File: src/rtl/queue_pkg.sv
// Shared constants and width helpers for the virtual-channel queue.
package queue_pkg;

    localparam int DEF_PL        = 16;
    localparam int DEF_DEPTH     = 4;
    localparam int DEF_NUM_VC    = 2;
    localparam int PKT_VALID_BIT = 0;

    // A single channel still needs a one-bit selector port.
    function automatic int vc_w_of(input int num_vc);
        return (num_vc > 1) ? $clog2(num_vc) : 1;
    endfunction

    function automatic int cw_of(input int depth);
        return $clog2(depth + 1);
    endfunction

endpackage

File: src/rtl/vc_fifo.sv
// One virtual channel: flop-based ring buffer with registered occupancy flags.
module vc_fifo
    import queue_pkg::*;
#(
    parameter int PL       = DEF_PL,
    parameter int DEPTH    = DEF_DEPTH,
    parameter int AF_LEVEL = DEF_DEPTH - 1,
    localparam int CW      = cw_of(DEPTH),
    localparam int PW      = $clog2(DEPTH)
) (
    input  logic          clk,
    input  logic          rst,
    input  logic          wr_req,
    input  logic [PL-1:0] wr_data,
    input  logic          pop_req,
    output logic [PL-1:0] head,
    output logic [CW-1:0] count,
    output logic          avail,
    output logic          almost_full,
    output logic          full
);

    logic [PL-1:0] mem_q [DEPTH];
    logic [PL-1:0] mem_d [DEPTH];
    logic [PW-1:0] wr_ptr_q, wr_ptr_d;
    logic [PW-1:0] rd_ptr_q, rd_ptr_d;
    logic [CW-1:0] count_q, count_d;
    logic          avail_q, avail_d;
    logic          af_q, af_d;
    logic          do_wr;
    logic          do_pop;

    always_comb begin
        mem_d    = mem_q;
        wr_ptr_d = wr_ptr_q;
        rd_ptr_d = rd_ptr_q;
        count_d  = count_q;
        do_pop   = pop_req && (count_q != '0);
        // A full channel still accepts when the head leaves in the same cycle.
        do_wr    = wr_req && ((count_q != CW'(DEPTH)) || do_pop);
        if (do_wr) begin
            mem_d[wr_ptr_q] = wr_data;
            wr_ptr_d        = wr_ptr_q + PW'(1);
        end
        if (do_pop) begin
            rd_ptr_d = rd_ptr_q + PW'(1);
        end
        case ({do_wr, do_pop})
            2'b10:   count_d = count_q + CW'(1);
            2'b01:   count_d = count_q - CW'(1);
            default: count_d = count_q;
        endcase
        avail_d = (count_d < CW'(DEPTH));
        af_d    = (count_d >= CW'(AF_LEVEL));
    end

    always_ff @(posedge clk or posedge rst) begin
        if (rst) begin
            mem_q    <= '{default: '0};
            wr_ptr_q <= '0;
            rd_ptr_q <= '0;
            count_q  <= '0;
            avail_q  <= 1'b1;
            af_q     <= 1'b0;
        end else begin
            mem_q    <= mem_d;
            wr_ptr_q <= wr_ptr_d;
            rd_ptr_q <= rd_ptr_d;
            count_q  <= count_d;
            avail_q  <= avail_d;
            af_q     <= af_d;
        end
    end

    assign head        = (count_q == '0) ? '0 : mem_q[rd_ptr_q];
    assign count       = count_q;
    assign avail       = avail_q;
    assign almost_full = af_q;
    assign full        = (count_q == CW'(DEPTH));

endmodule

File: src/rtl/vc_queue.sv
// Multi-VC input queue: write demux, drop detection and per-VC output packing.
module vc_queue
    import queue_pkg::*;
#(
    parameter int PL       = DEF_PL,
    parameter int DEPTH    = DEF_DEPTH,
    parameter int NUM_VC   = DEF_NUM_VC,
    parameter int AF_LEVEL = DEPTH - 1,
    localparam int VC_W    = vc_w_of(NUM_VC),
    localparam int CW      = cw_of(DEPTH)
) (
    input  logic                 clk,
    input  logic                 rst,
    input  logic [PL-1:0]        data_in,
    input  logic [VC_W-1:0]      in_vc,
    input  logic [NUM_VC-1:0]    shift,
    output logic [NUM_VC*PL-1:0] data_out,
    output logic [NUM_VC-1:0]    availability,
    output logic [NUM_VC-1:0]    almost_full,
    output logic [NUM_VC*CW-1:0] count,
    output logic                 drop
);

    logic [NUM_VC-1:0] wr_sel;
    logic [NUM_VC-1:0] full;
    logic              in_range;
    logic              drop_d, drop_q;

    always_comb begin
        wr_sel   = '0;
        in_range = (int'(in_vc) < NUM_VC);
        for (int v = 0; v < NUM_VC; v++) begin
            if (data_in[PKT_VALID_BIT] && in_range && (in_vc == VC_W'(v))) begin
                wr_sel[v] = 1'b1;
            end
        end
        // Only the selected channel can be full-and-not-shifting here.
        drop_d = data_in[PKT_VALID_BIT] && (!in_range || (|(wr_sel & full & ~shift)));
    end

    always_ff @(posedge clk or posedge rst) begin
        if (rst) begin
            drop_q <= 1'b0;
        end else begin
            drop_q <= drop_d;
        end
    end

    assign drop = drop_q;

    for (genvar g = 0; g < NUM_VC; g++) begin : g_vc
        vc_fifo #(
            .PL       (PL),
            .DEPTH    (DEPTH),
            .AF_LEVEL (AF_LEVEL)
        ) u_fifo (
            .clk         (clk),
            .rst         (rst),
            .wr_req      (wr_sel[g]),
            .wr_data     (data_in),
            .pop_req     (shift[g]),
            .head        (data_out[g*PL +: PL]),
            .count       (count[g*CW +: CW]),
            .avail       (availability[g]),
            .almost_full (almost_full[g]),
            .full        (full[g])
        );
    end

endmodule

File: config.mk
export PLATFORM = sky130hd
export DESIGN_NAME = vc_queue
export DESIGN_NICKNAME = d
export VERILOG_FILES = /design/src/rtl/queue_pkg.sv /design/src/rtl/vc_fifo.sv /design/src/rtl/vc_queue.sv
export SDC_FILE = /design/constraint.sdc
export NUM_CORES = 1
export LEC_CHECK = 0
export BUFFER_PORTS_ARGS = -buffer_cell sky130_fd_sc_hd__buf_4
export CORE_MARGIN = 3
export CORE_UTILIZATION = 29
export CTS_BUF_LIST = sky130_fd_sc_hd__clkbuf_4 sky130_fd_sc_hd__clkbuf_8
export DETAILED_ROUTE_END_ITERATION = 10
export PLACE_DENSITY_LB_ADDON = 0.2
export REMOVE_ABC_BUFFERS = 1
export SLEW_MARGIN = 20
export SYNTH_ARGS = -nofsm -noshare
export SYNTH_HDL_FRONTEND = slang
export SYNTH_SLANG_ARGS = --single-unit
File: constraint.sdc
create_clock -name clk -period 8.8 [get_ports clk]
set_input_delay 0.88 -clock clk [delete_from_list [all_inputs] [get_ports clk]]
set_output_delay 0.88 -clock clk [all_outputs]
set_load 0.01 [all_outputs]
# Word level (Yosys, flattened, before mapping)
# Cells that the tools add are included.
dict set report word_totals {
  register_bits 147
  in_bits 21
  out_inout_bits 43
  wordCells 87
}
dict set report op_classes {
  addsub 8
  n_lt_le_gt_ge 10
  n_eq_ne 8
  muxes 18
  bitwise_logic 8
  reduce_logical 16
}
# operator count
set ops {}
lappend ops {{$bwmux W64} 2}
lappend ops {{$mux W16} 8}
lappend ops {{$bmux W16 S2} 2}
lappend ops {{$demux W16 S2} 2}
lappend ops {{$ge A3 B3 Y1 const B} 4}
lappend ops {{$not A2 Y3} 4}
lappend ops {{$pmux W3 S2} 2}
lappend ops {{$logic_and A1 B1 Y1} 9}
lappend ops {{$add A2 B1 Y2 const B} 4}
lappend ops {{$add A3 B1 Y3 const B} 2}
lappend ops {{$eq A3 B3 Y1 const B} 2}
lappend ops {{$ge A3 B2 Y1 const B} 2}
lappend ops {{$logic_not A3 Y1} 2}
lappend ops {{$lt A3 B1 Y1 const B} 2}
lappend ops {{$lt A3 B3 Y1 const B} 2}
lappend ops {{$ne A3 B3 Y1 const B} 2}
lappend ops {{$reduce_bool A3 Y1} 2}
lappend ops {{$sub A3 B1 Y3 const B} 2}
lappend ops {{$and A2 B2 Y2} 2}
lappend ops {{$eq A2 B1 Y1 const B} 2}
lappend ops {{$eq A2 B2 Y1 const B} 2}
lappend ops {{$logic_or A1 B1 Y1} 2}
lappend ops {{$mux W1} 2}
lappend ops {{$not A2 Y2} 1}
lappend ops {{other kinds (2)} 2}

# Logic depth before layout (Yosys ltp)
# Gate-level depths: netlist of run 1.
dict set report logic_depth {
  ltp_word 7
  mapped_depth 8
  mapped_depth_nobuf 8
}

# Cells and area by module
# A second synthesis of run 1 with hierarchy kept.
dict set report unflattened {
  hier_cells 441
  hier_area_um2 7006.7
}
# module instances cells_per_inst area_per_inst_um2 seq_area_each_um2
set modules_own_cells {}
lappend modules_own_cells {{vc_fifo (g_vc[0].u_fifo)} 1 219 3573.4 1828.0}
lappend modules_own_cells {{vc_fifo (g_vc[1].u_fifo)} 1 215 3372.0 1828.0}
lappend modules_own_cells {vc_queue 1 7 61.3 25.0}

# Worst setup path before layout of run 1
# OpenSTA, ideal clock, no wires.
dict set report synth_timing {
  path_kind {input port to flip-flop}
  start {in shift[0]}
  end {reg g_vc[0].u_fifo.af_q}
  setup_ps 142
  arrival_ps 2438
  required_time_ps 8658
  path_slack_ps 6219
  cell_stages 8
  path_buffers 0
  cell_sequence {nor4b_4 -> nor3b_1 -> inv_1 -> ha_1 -> fa_1 -> xnor2_1 -> o21ai_0 -> o211ai_1}
}
dict set report synth_between {
  elab_chain_len 6
  word_cells_on_any_way 7
  classes_between {1 x order compare; 2 x eq/ne; 1 x mux; 3 x reduce/logical}
}
# item line
set synth_lines {}
lappend synth_lines {{from (decl)} vc_queue.sv:16} ;# input logic [NUM_VC-1:0] shift,
lappend synth_lines {{$logic_and A1 B1 Y1 *} vc_fifo.sv:38} ;# do_pop = pop_req && (count_q != '0);
lappend synth_lines {{$logic_or A1 B1 Y1} vc_fifo.sv:40} ;# do_wr = wr_req && ((count_q != CW'(DEPTH)) || do_pop);
lappend synth_lines {{$logic_and A1 B1 Y1} vc_fifo.sv:40}
lappend synth_lines {{$eq A2 B1 Y1 / $eq A2 B2 Y1 (equally long branches)} vc_fifo.sv:48} ;# case ({do_wr, do_pop})
lappend synth_lines {{$pmux W3 S2 *} vc_fifo.sv:48}
lappend synth_lines {{$ge A3 B2 Y1 *} vc_fifo.sv:54} ;# af_d = (count_d >= CW'(AF_LEVEL));
lappend synth_lines {{named net g_vc[0].u_fifo.af_d} vc_fifo.sv:29} ;# logic af_q, af_d;
lappend synth_lines {{to (signal assigned)} vc_fifo.sv:64} ;# af_q <= 1'b0;
lappend synth_lines {{to (signal assigned)} vc_fifo.sv:71} ;# af_q <= af_d;
lappend synth_lines {{to (decl)} vc_fifo.sv:29}
# The timed path passes the listed nets; every way through them passes the cells marked *.
# A chain may end at the register's enable or synchronous reset.

# Final worst setup path of run 1
dict set report layout_timing {
  start {reg g_vc[1].u_fifo.rd_ptr_q[0]}
  end {out data_out[29]}
}
dict set report layout_between {
  elab_chain_len 5
}
# item line
set layout_lines {}
lappend layout_lines {{from (decl)} vc_fifo.sv:26} ;# logic [PW-1:0] rd_ptr_q, rd_ptr_d;
lappend layout_lines {{from (signal assigned)} vc_fifo.sv:68} ;# rd_ptr_q <= rd_ptr_d;
lappend layout_lines {{$not A2 Y3 (implied by the code)} vc_fifo.sv:75} ;# assign head = (count_q == '0) ? '0 : mem_q[rd_ptr_q];
lappend layout_lines {{$bmux W16 S2} vc_fifo.sv:75}
lappend layout_lines {{$mux W16 (implied by the code) (2 in a row)} vc_fifo.sv:75}
lappend layout_lines {{$mux W16} vc_fifo.sv:75}
lappend layout_lines {{to (decl)} vc_queue.sv:17} ;# output logic [NUM_VC*PL-1:0] data_out,
# No other way between the ends. The select of a mux whose other input is x is not followed.

==> results of run 1 <==
[power by group through the flow]
stage,Combinational (mW),Sequential (mW),Clock (mW)
final,1.38,1.26,0.587
after global routing,1.50,1.31,0.639
after CTS,1.41,1.26,0.609
after detailed placement,1.41,1.28,0
after global placement,1.38,1.25,0
after floorplan,0.880,1.22,0
[worst max-delay path by stage]
stage                                    start                         end  slack, ns  depth (start not counted)
floorplan                                  rst                        drop       3.97                          1
global placement                      shift[0]  g_vc[0].u_fifo.almost_full       5.74                          9
detailed placement                    shift[0]  g_vc[0].u_fifo.almost_full       5.66                          9
CTS                 g_vc[1].u_fifo.rd_ptr_q[0]                data_out[29]       5.40                          4
global route        g_vc[1].u_fifo.rd_ptr_q[0]                data_out[25]       5.29                          4
finish              g_vc[1].u_fifo.rd_ptr_q[0]                data_out[29]       5.52                          4
[sequential cells by signal, summed over array words and instances, names as in the netlist]
register / cells
g_vc.u_fifo.almost_full: 2
drop: 1
g_vc.u_fifo.mem_q: 128
g_vc.u_fifo.rd_ptr_q: 4
g_vc.u_fifo.wr_ptr_q: 4
g_vc.u_fifo.avail: 2
g_vc.u_fifo.count: 6
[cell usage after synthesis]
cell       count  share of area (%)
buf_2         13               0.96
xor2_1         5               0.65
o21ai_0        3               0.22
nor4b_4        2               0.70
nor4bb_1       4               0.59
inv_1          8               0.44
or2_2          7               0.65
nand2_1        3               0.17
nor3b_1        1               0.11
or2_1          2               0.18
nor3_1         2               0.15
o21a_1         1               0.11
mux4_2        32                 11
buf_1          1              0.055
nor3b_2        4               0.74
a2bb2oi_1      1               0.13
nand3_1        1              0.074
xnor2_1        7               0.90
clkbuf_1       4               0.22
ha_1          10                1.8
dfrtp_1      145                 54
nand2_2        1              0.092
nor2b_1       35                3.2
buf_6          3               0.50
mux2_1        26                4.3
dfstp_2        2               0.78
fa_1           2               0.59
nor2_1         4               0.22
mux2i_1        1               0.15
buf_4          5               0.55
mux2_2        98                 16
o211ai_1       2               0.22
[per-stage QoR]
step / hold WS (ns) / utilization, % / power [mW] / instance area [um^2] / std cells
floorplan: 0.428 / - / 2.10 / 6620 / 409
global placement: 0.444 / 33.6 / 2.63 / 7650 / 794
detailed placement: 0.454 / 33.6 / 2.69 / 7650 / 794
CTS: 0.473 / 35.6 / 3.28 / 8100 / 826
global route: 0.490 / 35.6 / 3.45 / 8120 / 827
finish: 0.467 / 35.6 / 3.22 / 8120 / 827
[area by class of cell]
cell class,instances,area [um^2],area share [%]
sequential,147,3680,45.3
tap,313,392,4.82
clock buffer,22,290,3.58
timing repair buffer,73,559,6.89
multi-input combinational,254,3010,37.0
clock inverter,10,154,1.90
inverter,8,35.0,0.432
[per-layer routing]
| metal | vias to the layer above | global-route usage [%] | wire length, um |
|---|---|---|---|
| li1 | 1693 | - | - |
| met1 | 1972 | 16.8 | 7150 |
| met2 | 63 | 19.1 | 7020 |
| met3 | 9 | 4.25 | 692 |
| met4 | 0 | 2.87 | 119 |
| met5 | - | 0 | 0 |
[cell families (layout without fill, tap and decap cells)]
| kind of cell | after synthesis | count (layout) | synth area share (%) |
|---|---|---|---|
| and+or+nand+nor | 66 | 66 | 6.90 |
| AOI/OAI and AO/OA | 7 | 7 | 0.683 |
| muxes | 157 | 157 | 31.4 |
| buffers and inverters | 34 | 113 | 2.73 |
| adders and majority gates | 12 | 12 | 2.44 |
| DFF | 147 | 147 | 54.3 |
| xor gates and xnor gates | 12 | 12 | 1.55 |
==> results.py, run 1 <==
metrics = {
    "run_status": {
        "run_status": "finished clean",
    },
    "routing": {
        "route.detailed.vias_per_inst": 4.52,
        "route.antenna.remaining_nets": 0,
        "vias": 3737,
        "drcViolationCount": 0,
        "drt_pre_antenna_iters": 4,
        "routed_wirelength_um": 15000,
        "drt_first_iter_violations": 119,
        "wl_per_cell_um": 18.1,
    },
    "setup_path": {
        "crit_buf_inv": 2,
        "setup.worst_path.start_class": "flip-flop",
        "flop_to_flop_setup_slack_ns": 6.17,
        "critical_path_peak_fanout": 10,
        "reg2reg_depth": 8,
        "worst_setup_path_end_kind": "output port",
        "crit_chain": "buf_4 -> mux4_2 -> nor2b_1 -> buf_4",
        "setup.worst_path.class": "flip-flop to output port",
        "worstPathRequired_ns": 7.92,
        "crit_slowest_cell": "dfrtp_1",
        "critical-path-top-cell-by-count": "buf_4",
        "critical_path.reg2reg.endpoint": "g_vc[0].u_fifo.almost_full",
        "critPathTopFamily": "flip-flops",
        "timing.rr.start": "g_vc[0].u_fifo.count[0]",
        "cp_max_stage_delay_ns": 0.75,
        "cp_data_arrival_time_ns": 2.40,
    },
    "cts": {
        "cts_sinks": 147,
        "ctsHoldBuffers": 0,
        "cts_made_buffers": 17,
        "clock_path_buffers": 2,
        "post-cts-setup-buffers": 0,
        "postCtsResizedCells": 0,
        "cts.root.buffer_cell": "clkbuf_8",
        "h_tree_depth": 4,
        "cts.reportedPaths.clkPinSlew_ns": 0.09,
        "later_pin_clock_latency_in_the_skew_report_ns": 0.45,
        "cts_tree": "yes",
    },
    "synthesis": {
        "synth-seq-area-share_pct": 54.3,
        "syn_area_per_cell_um2": 15.6,
        "post_synth_inst_count": 435,
        "netlist-cell-type-count": 32,
        "ys.warnings.count": 0,
        "synth-seq-cells": 147,
        "post_synth_instance_area_mm2": 0.00678,
    },
    "timing": {
        "post_route_clock_period_utilization_pct": 37.3,
        "final.min_clock_period_ns": 3.28,
        "final_critical_path_setup_slack_ns": 5.52,
        "report.final.slew_viol_count": 0,
        "finalHoldViolCount": 0,
        "worst_pin_slew_ns": 1.09,
        "maxClockFrequency_mhz": 305,
        "grt_setup_unrepaired": "false",
        "timing.setup.tns_ns": 0,
        "setup_viol": 0,
        "fin_worst_skew_ns": 0.0178,
        "worst_slew_margin_rel_pct": 27.3,
    },
    "power": {
        "switchingPower_mw": 1.02,
        "total_leakage_power_nw": 3.39,
        "internal_power_mw": 2.20,
        "p_per_area_mw_per_mm2": 397,
        "net_switching_fraction_of_the_power_pct": 31.8,
        "seqPwrFrac_pct": 39.0,
        "power_frac_comb_pct": 42.7,
        "ir_drop_mv": 0.146,
        "p_clk_share_pct": 18.2,
    },
    "cells_and_area": {
        "most-common-layout-cells": "dfrtp_1, mux2_2, buf_4",
        "area.growth.synth_to_final_pct": 19.8,
        "final_net_count": 534,
        "share_of_layout_cells_above_drive_strength_1_pct": 50.2,
        "insertedDiodeCount": 0,
        "final.fill_count": 2178,
        "layout_commonest_cell": "dfrtp_1",
    },
    "floorplanning": {
        "placeableCoreArea_mm2": 0.0228,
        "die-area_mm2": 0.0252,
        "std_cell_rows": 55,
        "num_io_pins": 64,
        "initial_core_utilization_pct": 29.8,
        "die_w_um": 159,
        "die_y_um": 159,
    },
    "min_path": {
        "hold_path_class": "flip-flop to flip-flop",
        "worst_hold_start": "g_vc[1].u_fifo.mem_q[48]",
        "hold_path_end": "g_vc[1].u_fifo.mem_q[48]",
        "min_delay_path_depth": 1,
    },
    "global_route": {
        "grtUsageTotal_pct": 12.4,
        "grt_antenna_before_repair": 0,
        "grt_first_pass_wirelength_um": 23800,
        "grt_start_max_net_pins": 82,
        "first_global_vias": 4062,
        "globalRoute.totalOverflow": 0,
    },
    "placed_design": {
        "post-place-ws_ns": 5.66,
        "hpwlAfterDp_um": 9320,
        "placement.io_buffers": 63,
        "globalplace.congestion": 0.686,
    },
    "flow_run": {
        "max_cap_viols": 0,
    },
}
Note: power is estimated with default switching activity, not from simulation.
==> run 2: changes to the inputs <==
clock period = 3.2 ns   (was 8.8 ns; I/O delays follow)
==> run 2 against run 1 <==
Effect of this change:
- hold slack worse by 0.45 ns
- largest power group unchanged
- die area stayed put
- largest cell class unchanged
- design area is 0.34% lower
==> results.py, run 2 (synthesis gave the netlist of run 1 again) <==
metrics = {
    "setup_path": {
        "setup.worst_path.class": "flip-flop to flip-flop",
        "cp_max_stage_delay_ns": 0.70,
        "setup.worst_path.start_class": "flip-flop",
        "crit_slowest_cell": "nor4b_4",
        "worstPathRequired_ns": 3.50,
        "worst_setup_path_end_kind": "flip-flop",
        "crit_chain": "nor4b_4 -> nor3b_1 -> inv_1 -> ha_1 -> fa_1 -> mux2_2 -> nand2_1 -> o211ai_1",
        "cp_data_arrival_time_ns": 2.97,
        "critical_path_peak_fanout": 6,
    },
    "cells_and_area": {
        "cell_count_final_fillers_out": 832,
        "area.growth.synth_to_final_pct": 19.4,
        "largest_register_ffs": 128,
        "layout_commonest_cell": "dfrtp_1",
        "final.fill_count": 2222,
        "share_of_layout_cells_above_drive_strength_1_pct": 50.7,
        "insertedDiodeCount": 0,
        "most-common-layout-cells": "dfrtp_1, mux2_2, buf_4",
        "final_net_count": 539,
        "most_flops_register": "g_vc.u_fifo.mem_q",
        "final_core_util_pct": 35.5,
    },
    "cts": {
        "later_pin_clock_latency_in_the_skew_report_ns": 0.44,
        "cts_made_buffers": 17,
        "ctsHoldBuffers": 0,
        "cts.reportedPaths.clkPinSlew_ns": 0.08,
        "h_tree_depth": 4,
        "postCtsResizedCells": 0,
        "post-cts-setup-buffers": 0,
        "cts_sinks": 147,
        "cts.root.buffer_cell": "clkbuf_8",
        "cts_tree": "yes",
        "clock_path_buffers": 2,
    },
    "power": {
        "p_clk_share_pct": 16.0,
        "seqPwrFrac_pct": 39.4,
        "switchingPower_mw": 2.80,
        "p_per_area_mw_per_mm2": 1070,
        "internal_power_mw": 5.87,
        "net_switching_fraction_of_the_power_pct": 32.3,
        "ir_drop_mv": 0.447,
        "finalPower_mw": 8.67,
        "power_frac_comb_pct": 44.6,
        "total_leakage_power_nw": 3.39,
    },
    "routing": {
        "drt_pre_antenna_iters": 4,
        "drcViolationCount": 0,
        "wl_per_cell_um": 18.1,
        "route.detailed.vias_per_inst": 4.52,
        "drt_first_iter_violations": 140,
        "route.antenna.remaining_nets": 0,
        "routed_wirelength_um": 15100,
        "vias": 3764,
    },
    "run_status": {
        "run_status": "finished clean",
    },
    "timing": {
        "finalHoldViolCount": 0,
        "worst_pin_slew_ns": 0.882,
        "report.final.slew_viol_count": 0,
        "setup_viol": 0,
        "timing.setup.tns_ns": 0,
        "worst_slew_margin_rel_pct": 41.1,
        "fin_worst_skew_ns": 0.00915,
        "final.min_clock_period_ns": 2.67,
        "grt_setup_unrepaired": "false",
        "final_critical_path_setup_slack_ns": 0.532,
        "post_route_clock_period_utilization_pct": 83.4,
        "maxClockFrequency_mhz": 375,
    },
    "flow_run": {
        "max_cap_viols": 0,
    },
    "global_route": {
        "grtUsageTotal_pct": 12.5,
        "first_global_vias": 4310,
        "grt_start_max_net_pins": 80,
        "grt_antenna_before_repair": 0,
        "grt_first_pass_wirelength_um": 24600,
        "globalRoute.totalOverflow": 0,
    },
    "placed_design": {
        "hpwlAfterDp_um": 9660,
        "dp_cells": 800,
        "post-place-ws_ns": 0.512,
        "placement.io_buffers": 63,
        "globalplace.congestion": 0.700,
    },
    "floorplanning": {
        "initial_core_utilization_pct": 29.8,
        "num_io_pins": 64,
        "die-area_mm2": 0.0252,
        "die_y_um": 159,
        "placeableCoreArea_mm2": 0.0228,
        "std_cell_rows": 55,
        "die_w_um": 159,
    },
    "min_path": {
        "hold_path_class": "primary input to asynchronous set/reset pin",
    },
}
==> run 2: critical path, delay by kind of cell, from the launching register on <==
kind	cells	cell delay, ns
compound gates	1	0.08
fa+ha+maj	2	0.63
buf+inv	1	0.11
flops	1	0.47
mux	1	0.29
simple gates	3	0.96
==> run 2: final timing paths <==
| path | slack, ns | cells after the start | to | start |
|---|---|---|---|---|
| max in group asynchronous | 2.33 | 3 | g_vc[1].u_fifo.avail | rst |
| min in group clk | 0.16 | 2 | g_vc[0].u_fifo.mem_q[17] | data_in[1] |
| setup reg to reg | 0.53 | 8 | g_vc[0].u_fifo.almost_full | g_vc[0].u_fifo.count[1] |
| hold / removal | 0.01 | 2 | g_vc[0].u_fifo.mem_q[51] | rst |
| hold reg to reg | 0.47 | 1 | g_vc[1].u_fifo.mem_q[48] | g_vc[1].u_fifo.mem_q[48] |
| setup / recovery | 0.53 | 8 | g_vc[0].u_fifo.almost_full | g_vc[0].u_fifo.count[1] |
==> run 2: power by group through the flow <==
stage | combinational (mW) | clock, mW | sequential (mW)
floorplan | 2.42 | 0 | 3.35
CTS | 3.98 | 1.45 | 3.44
global placement | 3.89 | 0 | 3.40
finish | 3.87 | 1.39 | 3.42
global route | 4.23 | 1.53 | 3.58
detailed placement | 3.97 | 0 | 3.47
==> run 2: through the flow <==
step / cell area, um^2 / hold WS (ns)
after global placement: 7710 / 0.442
final: 8090 / 0.0126
after detailed placement: 7710 / 0.453
after CTS: 8090 / 0.0171
after floorplan: 6620 / 0.428
after global routing: 8090 / 0.0421
==> run 2: area by class of cell <==
type                            count  area (um^2)  area share, %
Clock inverter                      6         57.6          0.711
Clock buffer                       26          320           3.96
Tap cell                          313          392           4.84
Multi-Input combinational cell    254         2980           36.9
Timing Repair Buffer               78          623           7.70
Inverter                            8         35.0          0.433
Sequential cell                   147         3680           45.5
==> run 2: per-layer routing <==
| metal | global-route usage [%] | share of wire, % | wire length [um] |
|---|---|---|---|
| met1 | 16.8 | 47 | 7100 |
| met2 | 20.0 | 48 | 7260 |
| met3 | 3.99 | 4.3 | 641 |
| met4 | 2.63 | 0.54 | 81 |
| met5 | 0 | 0 | 0 |
==> run 3: changes to the inputs <==
clock period = 2.2 ns   (was 3.2 ns; I/O delays follow)
==> run 3 against run 2 <==
Effect of this change:
- routed wire length increased by 1.2%
- clock power increased by 44%
- highest routed layer unchanged
- worst setup slack got worse by 0.46 ns
- design area increased by 2.1%
- hold slack improved by 0.027 ns
- sequential cell count unchanged
- utilization increased by 0.74 points
==> results.py, run 3 (synthesis gave the netlist of run 1 again) <==
metrics = {
    "floorplanning": {
        "die_w_um": 159,
        "die-area_mm2": 0.0252,
        "die_y_um": 159,
        "num_io_pins": 64,
        "initial_core_utilization_pct": 29.8,
        "std_cell_rows": 55,
        "placeableCoreArea_mm2": 0.0228,
    },
    "cts": {
        "cts.root.buffer_cell": "clkbuf_8",
        "clock_path_buffers": 2,
        "cts_tree": "yes",
        "h_tree_depth": 4,
        "cts_sinks": 147,
        "cts.reportedPaths.clkPinSlew_ns": 0.10,
        "cts_made_buffers": 17,
        "later_pin_clock_latency_in_the_skew_report_ns": 0.46,
    },
    "cells_and_area": {
        "layout_commonest_cell": "dfrtp_1",
        "area.growth.synth_to_final_pct": 21.9,
        "most-common-layout-cells": "dfrtp_1, mux2_2, buf_4",
        "finish.instance_area_mm2": 0.00826,
        "final_core_util_pct": 36.3,
        "most_flops_register": "g_vc.u_fifo.mem_q",
        "share_of_layout_cells_above_drive_strength_1_pct": 53.3,
        "insertedDiodeCount": 0,
        "cell_count_final_fillers_out": 848,
        "final_net_count": 555,
        "largest_register_ffs": 128,
    },
    "setup_path": {
        "crit_chain": "buf_6 -> mux4_2 -> nor2b_1 -> buf_4",
        "setup.worst_path.class": "flip-flop to output port",
        "setup.worst_path.start_class": "flip-flop",
        "cp_data_arrival_time_ns": 1.91,
        "cp_max_stage_delay_ns": 0.50,
        "critical_path_peak_fanout": 7,
        "crit_slowest_cell": "mux4_2",
        "flop_to_flop_setup_slack_ns": 0.16,
        "worstPathRequired_ns": 1.98,
        "worst_setup_path_end_kind": "output port",
    },
    "timing": {
        "post_route_clock_period_utilization_pct": 96.9,
        "worst_slew_margin_rel_pct": 59.1,
        "finalHoldViolCount": 0,
        "fin_hold_ws_ns": 0.0401,
        "setup_viol": 0,
        "fin_worst_skew_ns": 0.0173,
        "timing.setup.tns_ns": 0,
        "grt_setup_unrepaired": "true",
        "final.min_clock_period_ns": 2.13,
        "worst_pin_slew_ns": 0.613,
        "report.final.slew_viol_count": 0,
        "maxClockFrequency_mhz": 469,
    },
    "routing": {
        "drt_pre_antenna_iters": 4,
        "drcViolationCount": 0,
        "routed_wirelength_um": 15300,
        "drt_first_iter_violations": 161,
        "route.antenna.remaining_nets": 0,
        "vias": 3845,
        "wl_per_cell_um": 18.0,
        "route.detailed.vias_per_inst": 4.53,
    },
    "global_route": {
        "grt_start_max_net_pins": 64,
        "first_global_vias": 4274,
        "grtUsageTotal_pct": 12.7,
        "globalRoute.totalOverflow": 0,
        "grt_first_pass_wirelength_um": 24800,
        "grt_antenna_before_repair": 0,
    },
    "placed_design": {
        "dpl_cell_area_mm2": 0.00782,
        "placement.io_buffers": 63,
        "hpwlAfterDp_um": 10000,
        "dp_cells": 814,
        "globalplace.congestion": 0.707,
    },
    "power": {
        "ir_drop_mv": 0.699,
        "power_frac_comb_pct": 47.2,
        "p_clk_share_pct": 15.6,
        "internal_power_mw": 8.50,
        "p_per_area_mw_per_mm2": 1560,
        "seqPwrFrac_pct": 37.2,
        "switchingPower_mw": 4.35,
        "net_switching_fraction_of_the_power_pct": 33.9,
        "total_leakage_power_nw": 3.46,
    },
    "flow_run": {
        "max_cap_viols": 0,
    },
    "run_status": {
        "run_status": "finished clean",
    },
    "min_path": {
        "hold_path_class": "primary input to flip-flop",
    },
}
run 3: metal layers:
metal	track usage, %	vias to the layer above	share of wire [%]
met2	20.3	59	48
met1	17.2	2038	48
li1	-	1743	-
met5	0	-	0
met3	3.89	5	3.8
met4	2.51	0	0.55
run 3: final cells by class:
cell class / instances / area [um^2]
clock inverters: 15 / 140
repair buffers: 94 / 766
clock buffers: 17 / 234
multi-input cells: 254 / 3010
flip-flops and latches: 147 / 3690
inverters: 8 / 35.0
well taps: 313 / 392
fillers: 2219 / 14500
run 3: timing repair:
action | 4_1_cts | 5_1_grt
endpoints found under the setup margin | 10 | 24
endpoints found under the hold margin | 60 | 0
setup buffers | 0 | 1
resized for setup | 3 | 12
hold buffers | 1 | 0
pin swaps | 0 | 1
run 3: power by group through the flow:
stage                     Clock (mW)  Sequential, mW  Combinational, mW
after floorplan                    0            4.87               3.52
after global placement             0            4.73               5.99
after detailed placement           0            4.83               6.11
after CTS                       2.10            4.79               6.15
after global routing            2.22            4.97               6.61
final                           2.00            4.78               6.07
run 3: final timing paths:
check / from / endpoint / cells past startpoint
max in group asynchronous: rst / g_vc[1].u_fifo.mem_q[23] / 4
min: data_in[12] / g_vc[0].u_fifo.mem_q[12] / 2
max reg2reg: g_vc[0].u_fifo.count[0] / g_vc[0].u_fifo.almost_full / 8
max: g_vc[0].u_fifo.rd_ptr_q[0] / data_out[5] / 4
min reg2reg: g_vc[1].u_fifo.mem_q[0] / g_vc[1].u_fifo.mem_q[0] / 1
min in group asynchronous: rst / g_vc[0].u_fifo.mem_q[33] / 3
run 3: metrics by stage:
| stage | power [mW] | worst slack (ns) |
|---|---|---|
| 6_report | 12.9 | 0.0676 |
| 2_1_floorplan | 8.39 | -1.97 |
| 3_3_place_gp | 10.7 | 0.0846 |
| 4_1_cts | 13.0 | 0.00837 |
| 5_1_grt | 13.8 | -0.0344 |
| 3_5_place_dp | 10.9 | 0.0404 |
run 3: worst max-delay path: cells and delay by family, from the launching register on:
kind / cells / cell delay, ns
buffers and inverters: 2 / 0.35
muxes: 1 / 0.50
DFF: 1 / 0.43
and+or+nand+nor: 1 / 0.18
